$ cat src/rtl/muldiv_iter_unit.sv
// Iterative radix-2 RV32M/RV64M multiply/divide unit with valid/ready handshake.
// Each CALC cycle does one shift-add (multiply) or one restoring shift-subtract
// (divide) on operand magnitudes; a FIX cycle then applies the result signs.
// Optional feature macro: MULDIV_FAST_MUL_EN. When defined, multiplies use a
// combinational multiplier and finish one cycle after acceptance.
module muldiv_iter_unit #(
  parameter int unsigned XLEN  = 32,
  parameter int unsigned TAG_W = 5
) (
  input  logic             clk,
  input  logic             rst_n,
  input  logic             Flush,
  input  logic             In_Valid,
  output logic             In_Ready,
  input  logic [XLEN-1:0]  Src1,
  input  logic [XLEN-1:0]  Src2,
  input  logic [2:0]       MulDiv_op,
  input  logic [TAG_W-1:0] In_Tag,
  output logic             Out_Valid,
  input  logic             Out_Ready,
  output logic [XLEN-1:0]  Result,
  output logic [TAG_W-1:0] Out_Tag,
  output logic             Busy
);

  localparam int unsigned CNT_W = $clog2(XLEN);
  localparam int unsigned ACC_W = 2 * XLEN;

  localparam logic [2:0] OP_MUL    = 3'd0;
  localparam logic [2:0] OP_MULH   = 3'd1;
  localparam logic [2:0] OP_MULHSU = 3'd2;
  localparam logic [2:0] OP_MULHU  = 3'd3;
  localparam logic [2:0] OP_DIV    = 3'd4;
  localparam logic [2:0] OP_DIVU   = 3'd5;
  localparam logic [2:0] OP_REM    = 3'd6;

  localparam logic [XLEN-1:0] XMIN = {1'b1, {(XLEN-1){1'b0}}};

  typedef enum logic [1:0] {S_IDLE, S_CALC, S_FIX, S_DONE} state_t;

  state_t             state_q, state_d;
  logic               in_ready_q, in_ready_d;
  logic               out_valid_q, out_valid_d;
  logic               busy_q, busy_d;
  logic [2:0]         op_q, op_d;
  logic [TAG_W-1:0]   out_tag_q, out_tag_d;
  logic               neg_q, neg_d;
  logic               neg_rem_q, neg_rem_d;
  logic [XLEN-1:0]    mcand_q, mcand_d;
  logic [ACC_W-1:0]   acc_q, acc_d;
  logic [CNT_W-1:0]   cnt_q, cnt_d;
  logic [XLEN-1:0]    result_q, result_d;

  logic               accept;
  logic               src1_signed, src2_signed;
  logic               neg_a, neg_b;
  logic [XLEN-1:0]    mag_a, mag_b;
  logic               div_zero, div_ovf, special;
  logic [XLEN-1:0]    special_res;

  logic [XLEN:0]      mul_sum;
  logic [XLEN:0]      div_shift, div_trial;
  logic [ACC_W-1:0]   fix_prod;
  logic [XLEN-1:0]    fix_quo, fix_rem;

`ifdef MULDIV_FAST_MUL_EN
  logic [ACC_W-1:0]   ext_a, ext_b, fast_prod;
`endif

  assign accept = (state_q == S_IDLE) && In_Valid && !Flush;

  // Request decode: operand signedness, magnitudes and single-cycle cases
  always_comb begin
    src1_signed = (MulDiv_op == OP_MUL) || (MulDiv_op == OP_MULH) ||
                  (MulDiv_op == OP_MULHSU) || (MulDiv_op == OP_DIV) ||
                  (MulDiv_op == OP_REM);
    src2_signed = (MulDiv_op == OP_MUL) || (MulDiv_op == OP_MULH) ||
                  (MulDiv_op == OP_DIV) || (MulDiv_op == OP_REM);
    neg_a    = src1_signed && Src1[XLEN-1];
    neg_b    = src2_signed && Src2[XLEN-1];
    mag_a    = neg_a ? -Src1 : Src1;
    mag_b    = neg_b ? -Src2 : Src2;
    div_zero = MulDiv_op[2] && (Src2 == '0);
    div_ovf  = ((MulDiv_op == OP_DIV) || (MulDiv_op == OP_REM)) &&
               (Src1 == XMIN) && (Src2 == '1);
    special     = div_zero || div_ovf;
    special_res = '0;
    if (div_zero) begin
      special_res = MulDiv_op[1] ? Src1 : '1;
    end else if (div_ovf) begin
      special_res = MulDiv_op[1] ? '0 : Src1;
    end
`ifdef MULDIV_FAST_MUL_EN
    ext_a     = {{XLEN{neg_a}}, Src1};
    ext_b     = {{XLEN{neg_b}}, Src2};
    fast_prod = ext_a * ext_b;
    if (!MulDiv_op[2]) begin
      special     = 1'b1;
      special_res = (MulDiv_op == OP_MUL) ? fast_prod[XLEN-1:0]
                                          : fast_prod[ACC_W-1:XLEN];
    end
`endif
  end

  // Iteration step and sign-fix arithmetic
  always_comb begin
    mul_sum   = {1'b0, acc_q[ACC_W-1:XLEN]} +
                ({1'b0, mcand_q} & {(XLEN+1){acc_q[0]}});
    div_shift = {acc_q[ACC_W-1:XLEN], acc_q[XLEN-1]};
    div_trial = div_shift - {1'b0, mcand_q};
    fix_prod  = neg_q ? -acc_q : acc_q;
    fix_quo   = neg_q ? -acc_q[XLEN-1:0] : acc_q[XLEN-1:0];
    fix_rem   = neg_rem_q ? -acc_q[ACC_W-1:XLEN] : acc_q[ACC_W-1:XLEN];
  end

  // State register
  always_ff @(posedge clk or negedge rst_n) begin
    if (!rst_n) begin
      state_q <= S_IDLE;
    end else begin
      state_q <= state_d;
    end
  end

  // Next-state logic; Flush wins over In_Valid and Out_Ready
  always_comb begin
    state_d = state_q;
    case (state_q)
      S_IDLE: if (accept) state_d = special ? S_DONE : S_CALC;
      S_CALC: begin
        if (Flush) state_d = S_IDLE;
        else if (cnt_q == CNT_W'(XLEN - 1)) state_d = S_FIX;
      end
      S_FIX:  state_d = Flush ? S_IDLE : S_DONE;
      S_DONE: if (Flush || Out_Ready) state_d = S_IDLE;
      default: state_d = S_IDLE;
    endcase
  end

  // Output and datapath next values
  always_comb begin
    in_ready_d  = (state_d == S_IDLE);
    out_valid_d = (state_d == S_DONE);
    busy_d      = (state_d != S_IDLE);
    op_d        = op_q;
    out_tag_d   = out_tag_q;
    neg_d       = neg_q;
    neg_rem_d   = neg_rem_q;
    mcand_d     = mcand_q;
    acc_d       = acc_q;
    cnt_d       = cnt_q;
    result_d    = result_q;
    case (state_q)
      S_IDLE: begin
        if (accept) begin
          op_d      = MulDiv_op;
          out_tag_d = In_Tag;
          cnt_d     = '0;
          neg_d     = neg_a ^ neg_b;
          neg_rem_d = neg_a;
          if (MulDiv_op[2]) begin
            mcand_d = mag_b;
            acc_d   = {{XLEN{1'b0}}, mag_a};
          end else begin
            mcand_d = mag_a;
            acc_d   = {{XLEN{1'b0}}, mag_b};
          end
          if (special) result_d = special_res;
        end
      end
      S_CALC: begin
        cnt_d = cnt_q + CNT_W'(1);
        if (op_q[2]) begin
          // Restoring divide: remainder in the upper half, quotient shifts into the lower half
          if (!div_trial[XLEN]) begin
            acc_d = {div_trial[XLEN-1:0], acc_q[XLEN-2:0], 1'b1};
          end else begin
            acc_d = {div_shift[XLEN-1:0], acc_q[XLEN-2:0], 1'b0};
          end
        end else begin
          // Shift-add multiply: multiplier shifts out of the lower half
          acc_d = {mul_sum, acc_q[XLEN-1:1]};
        end
      end
      S_FIX: begin
        case (op_q)
          OP_MUL:                      result_d = fix_prod[XLEN-1:0];
          OP_MULH, OP_MULHSU, OP_MULHU: result_d = fix_prod[ACC_W-1:XLEN];
          OP_DIV, OP_DIVU:             result_d = fix_quo;
          default:                     result_d = fix_rem;
        endcase
      end
      default: ;
    endcase
  end

  // Output and datapath registers
  always_ff @(posedge clk or negedge rst_n) begin
    if (!rst_n) begin
      in_ready_q  <= 1'b1;
      out_valid_q <= 1'b0;
      busy_q      <= 1'b0;
      op_q        <= '0;
      out_tag_q   <= '0;
      neg_q       <= 1'b0;
      neg_rem_q   <= 1'b0;
      mcand_q     <= '0;
      acc_q       <= '0;
      cnt_q       <= '0;
      result_q    <= '0;
    end else begin
      in_ready_q  <= in_ready_d;
      out_valid_q <= out_valid_d;
      busy_q      <= busy_d;
      op_q        <= op_d;
      out_tag_q   <= out_tag_d;
      neg_q       <= neg_d;
      neg_rem_q   <= neg_rem_d;
      mcand_q     <= mcand_d;
      acc_q       <= acc_d;
      cnt_q       <= cnt_d;
      result_q    <= result_d;
    end
  end

  assign In_Ready  = in_ready_q;
  assign Out_Valid = out_valid_q;
  assign Busy      = busy_q;
  assign Result    = result_q;
  assign Out_Tag   = out_tag_q;

endmodule

$ cat config.mk
export PLATFORM = sky130hd
export DESIGN_NAME = muldiv_iter_unit
export DESIGN_NICKNAME = d
export VERILOG_FILES = /design/src/rtl/muldiv_iter_unit.sv
export SDC_FILE = /design/constraint.sdc
export NUM_CORES = 1
export LEC_CHECK = 0
export BUFFER_PORTS_ARGS = -buffer_cell sky130_fd_sc_hd__buf_4
export CORE_MARGIN = 4
export CORE_UTILIZATION = 38
export CTS_CLUSTER_DIAMETER = 50
export DETAILED_ROUTE_END_ITERATION = 12
export PLACE_DENSITY = 0.59
export SLEW_MARGIN = 0
export SYNTH_ARGS = -nofsm -noshare
export SYNTH_HDL_FRONTEND = slang
export SYNTH_SLANG_ARGS = --single-unit
$ cat constraint.sdc
create_clock -name clk -period 4.3 [get_ports clk]
set_clock_uncertainty 0.05 [all_clocks]
set_input_delay 0.215 -clock clk [delete_from_list [all_inputs] [get_ports clk]]
set_output_delay 0.215 -clock clk [all_outputs]
set_load 0.01 [all_outputs]
# ---- After elaboration in Yosys (flattened, before gate mapping)
# Index checks and enable logic that the tools add are counted.
dict set report word_totals {
  out_inout_bits 40
  wordCells 98
  reg_bits 148
}
dict set report classes {
  addsub 8
  eq_ne 18
  muxes 28
  n_reduce_logical 30
  bitwise_logic 2
}
# operator count
set op_table {}
lappend op_table {{$mux W32} 12}
lappend op_table {{$mux W64} 4}
lappend op_table {{$neg A32 Y32} 4}
lappend op_table {{$pmux W64 S2} 1}
lappend op_table {{$pmux W32 S3} 1}
lappend op_table {{$eq A32 B32 Y1 const B} 2}
lappend op_table {{$neg A64 Y64} 1}
lappend op_table {{$pmux W32 S2} 1}
lappend op_table {{$add A32 B33 Y33} 1}
lappend op_table {{$and A32 B33 Y33} 1}
lappend op_table {{$sub A33 B32 Y33} 1}
lappend op_table {{$logic_not A32 Y1} 1}
lappend op_table {{$eq A3 B3 Y1 const B} 4}
lappend op_table {{$mux W2} 6}
lappend op_table {{$pmux W5 S2} 1}
lappend op_table {{$eq A3 B2 Y1 const B} 3}
lappend op_table {{$logic_or A1 B1 Y1} 9}
lappend op_table {{$pmux W2 S4} 1}
lappend op_table {{$logic_and A1 B1 Y1} 7}
lappend op_table {{$eq A2 B2 Y1 const B} 3}
lappend op_table {{$eq A3 B1 Y1 const B} 2}
lappend op_table {{$logic_not A3 Y1} 2}
lappend op_table {{$reduce_bool A2 Y1} 3}
lappend op_table {{$add A5 B1 Y5 const B} 1}
lappend op_table {{11 further kinds} 14}

# ---- Longest topological paths before layout
# Gate-level depths: netlist (run 1).
dict set report logic_depth {
  ltp_word 10
  mapped_depth 15
}

# ---- Worst setup path before layout (run 1)
# No wires, ideal clock.
dict set report synth_path {
  kind {register -> register}
  startpoint {reg acc_q[0]}
  endpoint {reg acc_q[57]}
  path_slack_ps 925
  required_time_ps 4124
  path_stages_with_launch 15
  arrival_time_ps 3199
  n_path_buf 2
  path_cell_list {dfrtp_1 > clkbuf_1 > inv_1 > clkbuf_1 > nor2_1 > ha_1 > o211a_1 > o31ai_1 > a2111oi_0 > o21ai_0 > and2_1 > o21ai_0 > a21oi_1 > mux2i_1 > a221o_1}
}
dict set report synth_between {
  elab_chain_cells 4
}
# item line_no
set synth_rtl {}
lappend synth_rtl {{start: declaration} 50} ;# logic [ACC_W-1:0] acc_q, acc_d;
lappend synth_rtl {{start signal: assignment} 208} ;# acc_q <= '0;
lappend synth_rtl {{start signal: assignment} 220} ;# acc_q <= acc_d;
lappend synth_rtl {{$and A32 B33 Y33} 108} ;# ({1'b0, mcand_q} & {(XLEN+1){acc_q[0]}});
lappend synth_rtl {{$add A32 B33 Y33} 107} ;# mul_sum = {1'b0, acc_q[ACC_W-1:XLEN]} +
lappend synth_rtl {{$mux W64} 173} ;# if (op_q[2]) begin
lappend synth_rtl {{$pmux W64 S2} 153} ;# case (state_q)
# No other way between the ends.
# A chain may end at the register's enable or synchronous reset.

# ---- Worst setup path after layout (run 1)
# Ends and elaborated chain as after synthesis.

==> flow_metrics.tcl, run 1 <==
set metrics [dict create \
    grt_use_total_pct 27.2 \
    setup_viol 0 \
    crit_start "acc_q[0]$_DFFE_PN0P_" \
    ant_nets 0 \
    syn_area_sq_mm 0.0151 \
    relSlewSlack_pct 35.0 \
    synthFlopType "dfrtp_1" \
    ys_types 75 \
    seqCellArea_sq_mm 0.00371 \
    clkSinkCount 148 \
    num_antenna_cells 0 \
    ys_ff_latch 148 \
    cp_max_fo 8 \
    cts_buffer_depth 2 \
    fin_crit_ps 3850 \
    p_total_w 0.0100 \
    worst_pin_slew_ps 974 \
    cp.depth 14 \
    layout-drive-gt1-share_pct 12.3 \
    pre_cts_ws_ps 491 \
    layout.nets 2233 \
    grt_max_degree 109 \
    hold_viol 0 \
    maxSlewViolCount 0 \
    clock_latency_ps 470 \
    vdd_drop_max_mv 0.282 \
    vias_per_cell 6.13 \
    dr_total_vias 16000 \
    cp-endpoint "acc_q[57]$_DFFE_PN0P_" \
    slowest_stage "dfrtp_1" \
    portBuffers 116 \
    crit_arrival_ps 4140 \
    grt_setup_unrepaired "false" \
    grt_overflow 0 \
    max_clock_freq_mhz 260 \
    rr_endpoint "acc_q[57]$_DFFE_PN0P_" \
    dr.pass1.iters 6 \
    synthToLayoutAreaGrowth_pct 14.4 \
    r2r_cells 14 \
    min_path_type "in -> reg" \
    wl_mm 60.4 \
    die_w_microns 207 \
    drc_errors 0 \
    crit_buf_inv 2 \
    critPathMaxStageDelay_ps 510 \
    syn_area_per_cell_sq_um 7.48 \
    drv_cap 0 \
    crit_path_start_kind "flop" \
    multi_input_area_sq_mm 0.0106 \
    path_clk_slew_ps 70 \
    num_io_pins 117 \
    crit_chain "and2_1, ha_1, inv_1, fa_1, nor2b_1, o31ai_2, a2111oi_0, buf_4, o21ai_0, and2_1, o21ai_0, a21oi_1, mux2i_1, a221o_1" \
    cts.htree.levels 4 \
    r2r_start "acc_q[0]$_DFFE_PN0P_" \
    grt_antenna_before_repair 0 \
    required_ps 4600 \
    fill_cells 4029 \
    core_sq_mm 0.0389 \
    rrSetupSlack_ps 450 \
    hp-start "Src1[12]" \
    criticalPathCategory "reg -> reg" \
    cts_tree "yes" \
    cp_top_family "compound AO/OA/AOI/OAI gates" \
    synth_edf_count 0 \
    wire_per_inst_microns 23.1 \
    fin_ws_ps 452 \
    grt_pass1_vias 15300 \
    syn-num-nets 2168 \
    cts_setup_buffers 0 \
    tns_ps 0 \
    gp_congestion 0.974 \
    die_y_microns 207 \
    status "finished clean" \
    root_buffer "clkbuf_16" \
    drt_iter0_markers 1634 \
    start_util_pct 38.8 \
    core.rowCount 72 \
    synth-async-reset-ratio_pct 100 \
    cp-end-kind "flop" \
    dieArea_sq_mm 0.0430 \
    p_per_area_mw_per_mm2 580 \
    syn-instance-count 2018 \
    numCtsBuffers 17 \
    p_leak_nw 7.24 \
    timing.final.crit_share_pct 89.5 \
    ys_seq_area_share_pct 24.6 \
    grt_pass1_wl_mm 92.8 \
    dp_hpwl_mm 47.0 \
    yosys_warnings 0 \
]
## per-stage QoR
step	area [sq um]	hold WS [ps]	instances	utilization (%)
floorplan	15100	-131	2018	-
global placement	16600	339	2573	42.6
detailed placement	16600	344	2573	42.6
CTS	17300	10.2	2614	44.4
global route	17300	11.1	2614	44.4
finish	17300	14.2	2614	44.4
## worst reg2reg max path: cells and delay by family (launching register included)
kind / cells / cell delay (ps)
compound gates: 6 / 1470
simple gates: 3 / 630
mux: 1 / 210
flops: 1 / 510
fa+ha+maj: 2 / 600
buf+inv: 2 / 270
## sequential cells by signal, indices dropped and copies added (netlist names)
register	flops
Busy	1
In_Ready	1
Out_Tag	5
Out_Valid	1
Result	32
acc_q	64
cnt_q	5
mcand_q	32
neg_q	1
neg_rem_q	1
op_q	3
state_q	2
## layer usage
| metal | track usage, % | vias up | routed length [microns] |
|---|---|---|---|
| li1 | - | 7504 | - |
| met1 | 38.7 | 7697 | 27300 |
| met2 | 42.0 | 714 | 26600 |
| met3 | 4.49 | 107 | 4250 |
| met4 | 9.64 | 0 | 2220 |
| met5 | 0 | - | 0 |
## kinds of logic after synthesis
kind of cell               share of synthesized area, %
AOI/OAI and AO/OA                                  28.8
xor gates and xnor gates                           10.3
adders and majority gates                          6.15
buffers and inverters                              5.70
and+or+nand+nor                                    19.9
muxes                                              4.51
DFF                                                24.6
## where the power goes
part	switching (W)	total, W	internal [W]
sequential	0.000660	0.00237	0.00171
clock	0.000702	0.00154	0.000838
combinational	0.00359	0.00611	0.00252
## timing repair
action	4_1_cts	5_1_grt
endpoints found under the hold margin	97	0
hold buffers	9	0
resized for setup	0	2
endpoints found under the setup margin	0	1
## placed cells by master, fill, tap and decap left out, types with 11 or more instances in the layout
cell type  netlist  final
o21ai_0        208    208
nand2_1        206    206
buf_4            0    187
a21oi_1        176    176
nor2_1         173    171
dfrtp_1        147    145
xnor2_1        106    106
xor2_1          72     72
ha_1            71     71
inv_1           71     70
mux2i_1         59     59
nor3_1          44     43
a211oi_1        36     36
nand3_1         35     35
a31oi_1         31     31
o31ai_1         31     30
o211ai_1        30     30
a21o_1          29     29
nand4_1         27     27
a22oi_1         26     26
or3_1           24     24
or4_1           21     21
nor4_1          20     20
clkbuf_16        0     17
o21a_1          15     15
nor2b_1         15     14
o41ai_1         14     14
nand2b_1        13     13
and3_1          11     11
and2_1          11     11
o22ai_1         11     11
## area by class of cell
cell class,instances,area share (%)
multi-input combinational,1648,61.2
sequential,148,21.5
timing repair buffer,197,8.72
tap,518,3.75
clock buffer,20,2.64
inverter,71,1.56
clock inverter,12,0.696
## Yosys cell counts (30+ instances only)
| master | instances | area (sq um) |
|---|---|---|
| o31ai_1 | 31 | 233 |
| xor2_1 | 72 | 631 |
| a211oi_1 | 36 | 270 |
| nor3_1 | 44 | 220 |
| inv_1 | 71 | 267 |
| mux2i_1 | 59 | 591 |
| o211ai_1 | 30 | 225 |
| dfrtp_1 | 147 | 3680 |
| a31oi_1 | 31 | 194 |
| o21ai_0 | 208 | 1040 |
| nor2_1 | 173 | 649 |
| ha_1 | 71 | 888 |
| a21oi_1 | 176 | 881 |
| xnor2_1 | 106 | 928 |
| clkbuf_1 | 131 | 492 |
| nand3_1 | 35 | 175 |
| nand2_1 | 206 | 773 |
## how the worst min path moves through the flow
stage	cells past startpoint	slack (ps)	end
floorplan	0	-130	Busy$_DFF_PN0_
global placement	1	340	mcand_q[26]$_DFFE_PN0P_
detailed placement	1	340	mcand_q[26]$_DFFE_PN0P_
CTS	3	10	Result[12]$_DFFE_PN0P_
global route	3	10	Result[12]$_DFFE_PN0P_
finish	3	10	Result[12]$_DFFE_PN0P_
No activity file was read; power rests on OpenSTA's default activity.
==> inputs of run 2 (changes only) <==
PLACE_DENSITY = unset   (was 0.59)
==> flow_metrics.tcl, run 2 (synthesized netlist as in run 1, its figures left out) <==
set metrics [dict create \
    status "finished clean" \
    grt_overflow 0 \
    setup_viol 0 \
    grt_setup_unrepaired "false" \
    crit_path_start_kind "flop" \
    timing.final.crit_share_pct 88.0 \
    max_clock_freq_mhz 264 \
    p_per_area_mw_per_mm2 582 \
    grt_pass1_vias 15100 \
    critPathMaxStageDelay_ps 470 \
    gp_congestion 0.980 \
    slowest_stage "o41ai_1" \
    dr.pass1.iters 6 \
    fin_util_pct 44.5 \
    clkSinkCount 148 \
    vias_per_cell 6.13 \
    p_total_w 0.0101 \
    dieArea_sq_mm 0.0430 \
    grt_use_total_pct 27.2 \
    largest_register "acc_q" \
    largest_reg_flops 64 \
    core.rowCount 72 \
    start_util_pct 38.8 \
    cts_tree "yes" \
    required_ps 4590 \
    grt_max_degree 109 \
    grt_antenna_before_repair 0 \
    mostFrequentLayoutCell "o21ai_0" \
    layout-drive-gt1-share_pct 12.2 \
    dp_hpwl_mm 47.0 \
    core_sq_mm 0.0389 \
    drv_cap 0 \
    num_io_pins 117 \
    cp-end-kind "flop" \
    cts.htree.levels 4 \
    clock_latency_ps 470 \
    relSlewSlack_pct 36.6 \
    vdd_drop_max_mv 0.305 \
    crit_chain "inv_1, nor2_1, ha_1, nor2b_1, o31ai_2, a2111oi_0, buf_4, o31ai_1, a21oi_1, o41ai_1, xnor2_1, a22oi_1, o221ai_1" \
    worst_pin_slew_ps 951 \
    grt_pass1_wl_mm 92.5 \
    root_buffer "clkbuf_16" \
    synthToLayoutAreaGrowth_pct 14.7 \
    hold_ws_ps 34.7 \
    p_leak_nw 7.27 \
    fin_crit_ps 3790 \
    hold_viol 0 \
    numCtsBuffers 17 \
    drt_iter0_markers 1543 \
    final_cell_mix "o21ai_0 (208), nand2_1 (206), buf_4 (186)" \
    use_met1_pct 38.6 \
    grt.met2_usage_pct 42.4 \
    min_path_type "in -> reg" \
    criticalPathCategory "reg -> reg" \
    cts_setup_buffers 0 \
    cp_max_fo 12 \
    cts_buffer_depth 2 \
    crit_arrival_ps 4080 \
    path_clk_slew_ps 70 \
    layout.nets 2236 \
    maxSlewViolCount 0 \
    wire_per_inst_microns 23.2 \
    cp_top_family "compound AO/OA/AOI/OAI gates" \
    die_w_microns 207 \
    ant_nets 0 \
    portBuffers 116 \
    busiest_layer "met2" \
    wl_mm 60.6 \
    die_y_microns 207 \
    crit_buf_inv 2 \
    met3_usage_pct 3.88 \
    num_antenna_cells 0 \
    tns_ps 0 \
    dr_total_vias 16000 \
    drc_errors 0 \
]
run 2: changes by cell type in the layout (fill, tap and decap cells not counted), sizes merged:
cell | before | now
dlygate4sd3 | 9 | 12
inv | 75 | 76
clkinv | 5 | 6
clkinvlp | 2 | 0
run 2: worst min-delay path, delay by kind of cell:
kind	cells	cell delay [ps]
AND/OR/NAND/NOR	1	40
AO/OA/AOI/OAI	1	150
buffers and inverters	1	110
run 2: where the power goes:
| part | switching [W] | internal [W] | total [W] |
|---|---|---|---|
| registers | 0.000571 | 0.00171 | 0.00228 |
| clock network | 0.000708 | 0.000837 | 0.00154 |
| logic | 0.00371 | 0.00253 | 0.00624 |
| total | 0.00499 | 0.00508 | 0.0101 |
run 2: final timing paths:
| check | startpoint | to | slack [ps] | cells past startpoint |
|---|---|---|---|---|
| setup / recovery | acc_q[0]$_DFFE_PN0P_ | acc_q[55]$_DFFE_PN0P_ | 510 | 13 |
| hold / removal | Src1[14] | Result[14]$_DFFE_PN0P_ | 30 | 3 |
| setup reg to reg | acc_q[0]$_DFFE_PN0P_ | acc_q[55]$_DFFE_PN0P_ | 510 | 13 |
| hold reg to reg | mcand_q[8]$_DFFE_PN0P_ | mcand_q[8]$_DFFE_PN0P_ | 430 | 2 |
| max in group asynchronous | rst_n | Out_Tag[2]$_DFFE_PN0P_ | 2770 | 3 |
| min in group asynchronous | rst_n | acc_q[58]$_DFFE_PN0P_ | 230 | 2 |
run 2: final cells by class:
| class | count | area (sq um) |
|---|---|---|
| repair buffers | 200 | 1550 |
| clock buffers | 20 | 457 |
| well taps | 518 | 648 |
| fillers | 4019 | 21600 |
| multi-input cells | 1648 | 10600 |
| inverters | 71 | 267 |
| flip-flops and latches | 148 | 3710 |
| clock inverters | 12 | 119 |
run 2: through the flow:
| stage | area (sq um) | cells | setup slack (ps) |
|---|---|---|---|
| after floorplan | 15100 | 2018 | 925 |
| after global placement | 16600 | 2573 | 593 |
| after detailed placement | 16600 | 2573 | 483 |
| after CTS | 17300 | 2617 | 435 |
| after global routing | 17300 | 2617 | 196 |
| final | 17300 | 2617 | 514 |
run 2: timing repair:
item,4_1_cts,5_1_grt
setup endpoints to repair,0,1
hold buffers,12,0
endpoints found under the hold margin,70,0
gates resized for setup,0,1
run 2: per-layer routing:
layer | part of all wire (%) | wire length [microns] | vias to the layer above
li1 | - | - | 7515
met3 | 7.3 | 4430 | 109
met4 | 3.9 | 2350 | 0
met2 | 44 | 26900 | 720
met1 | 45 | 27000 | 7695
met5 | 0 | 0 | -
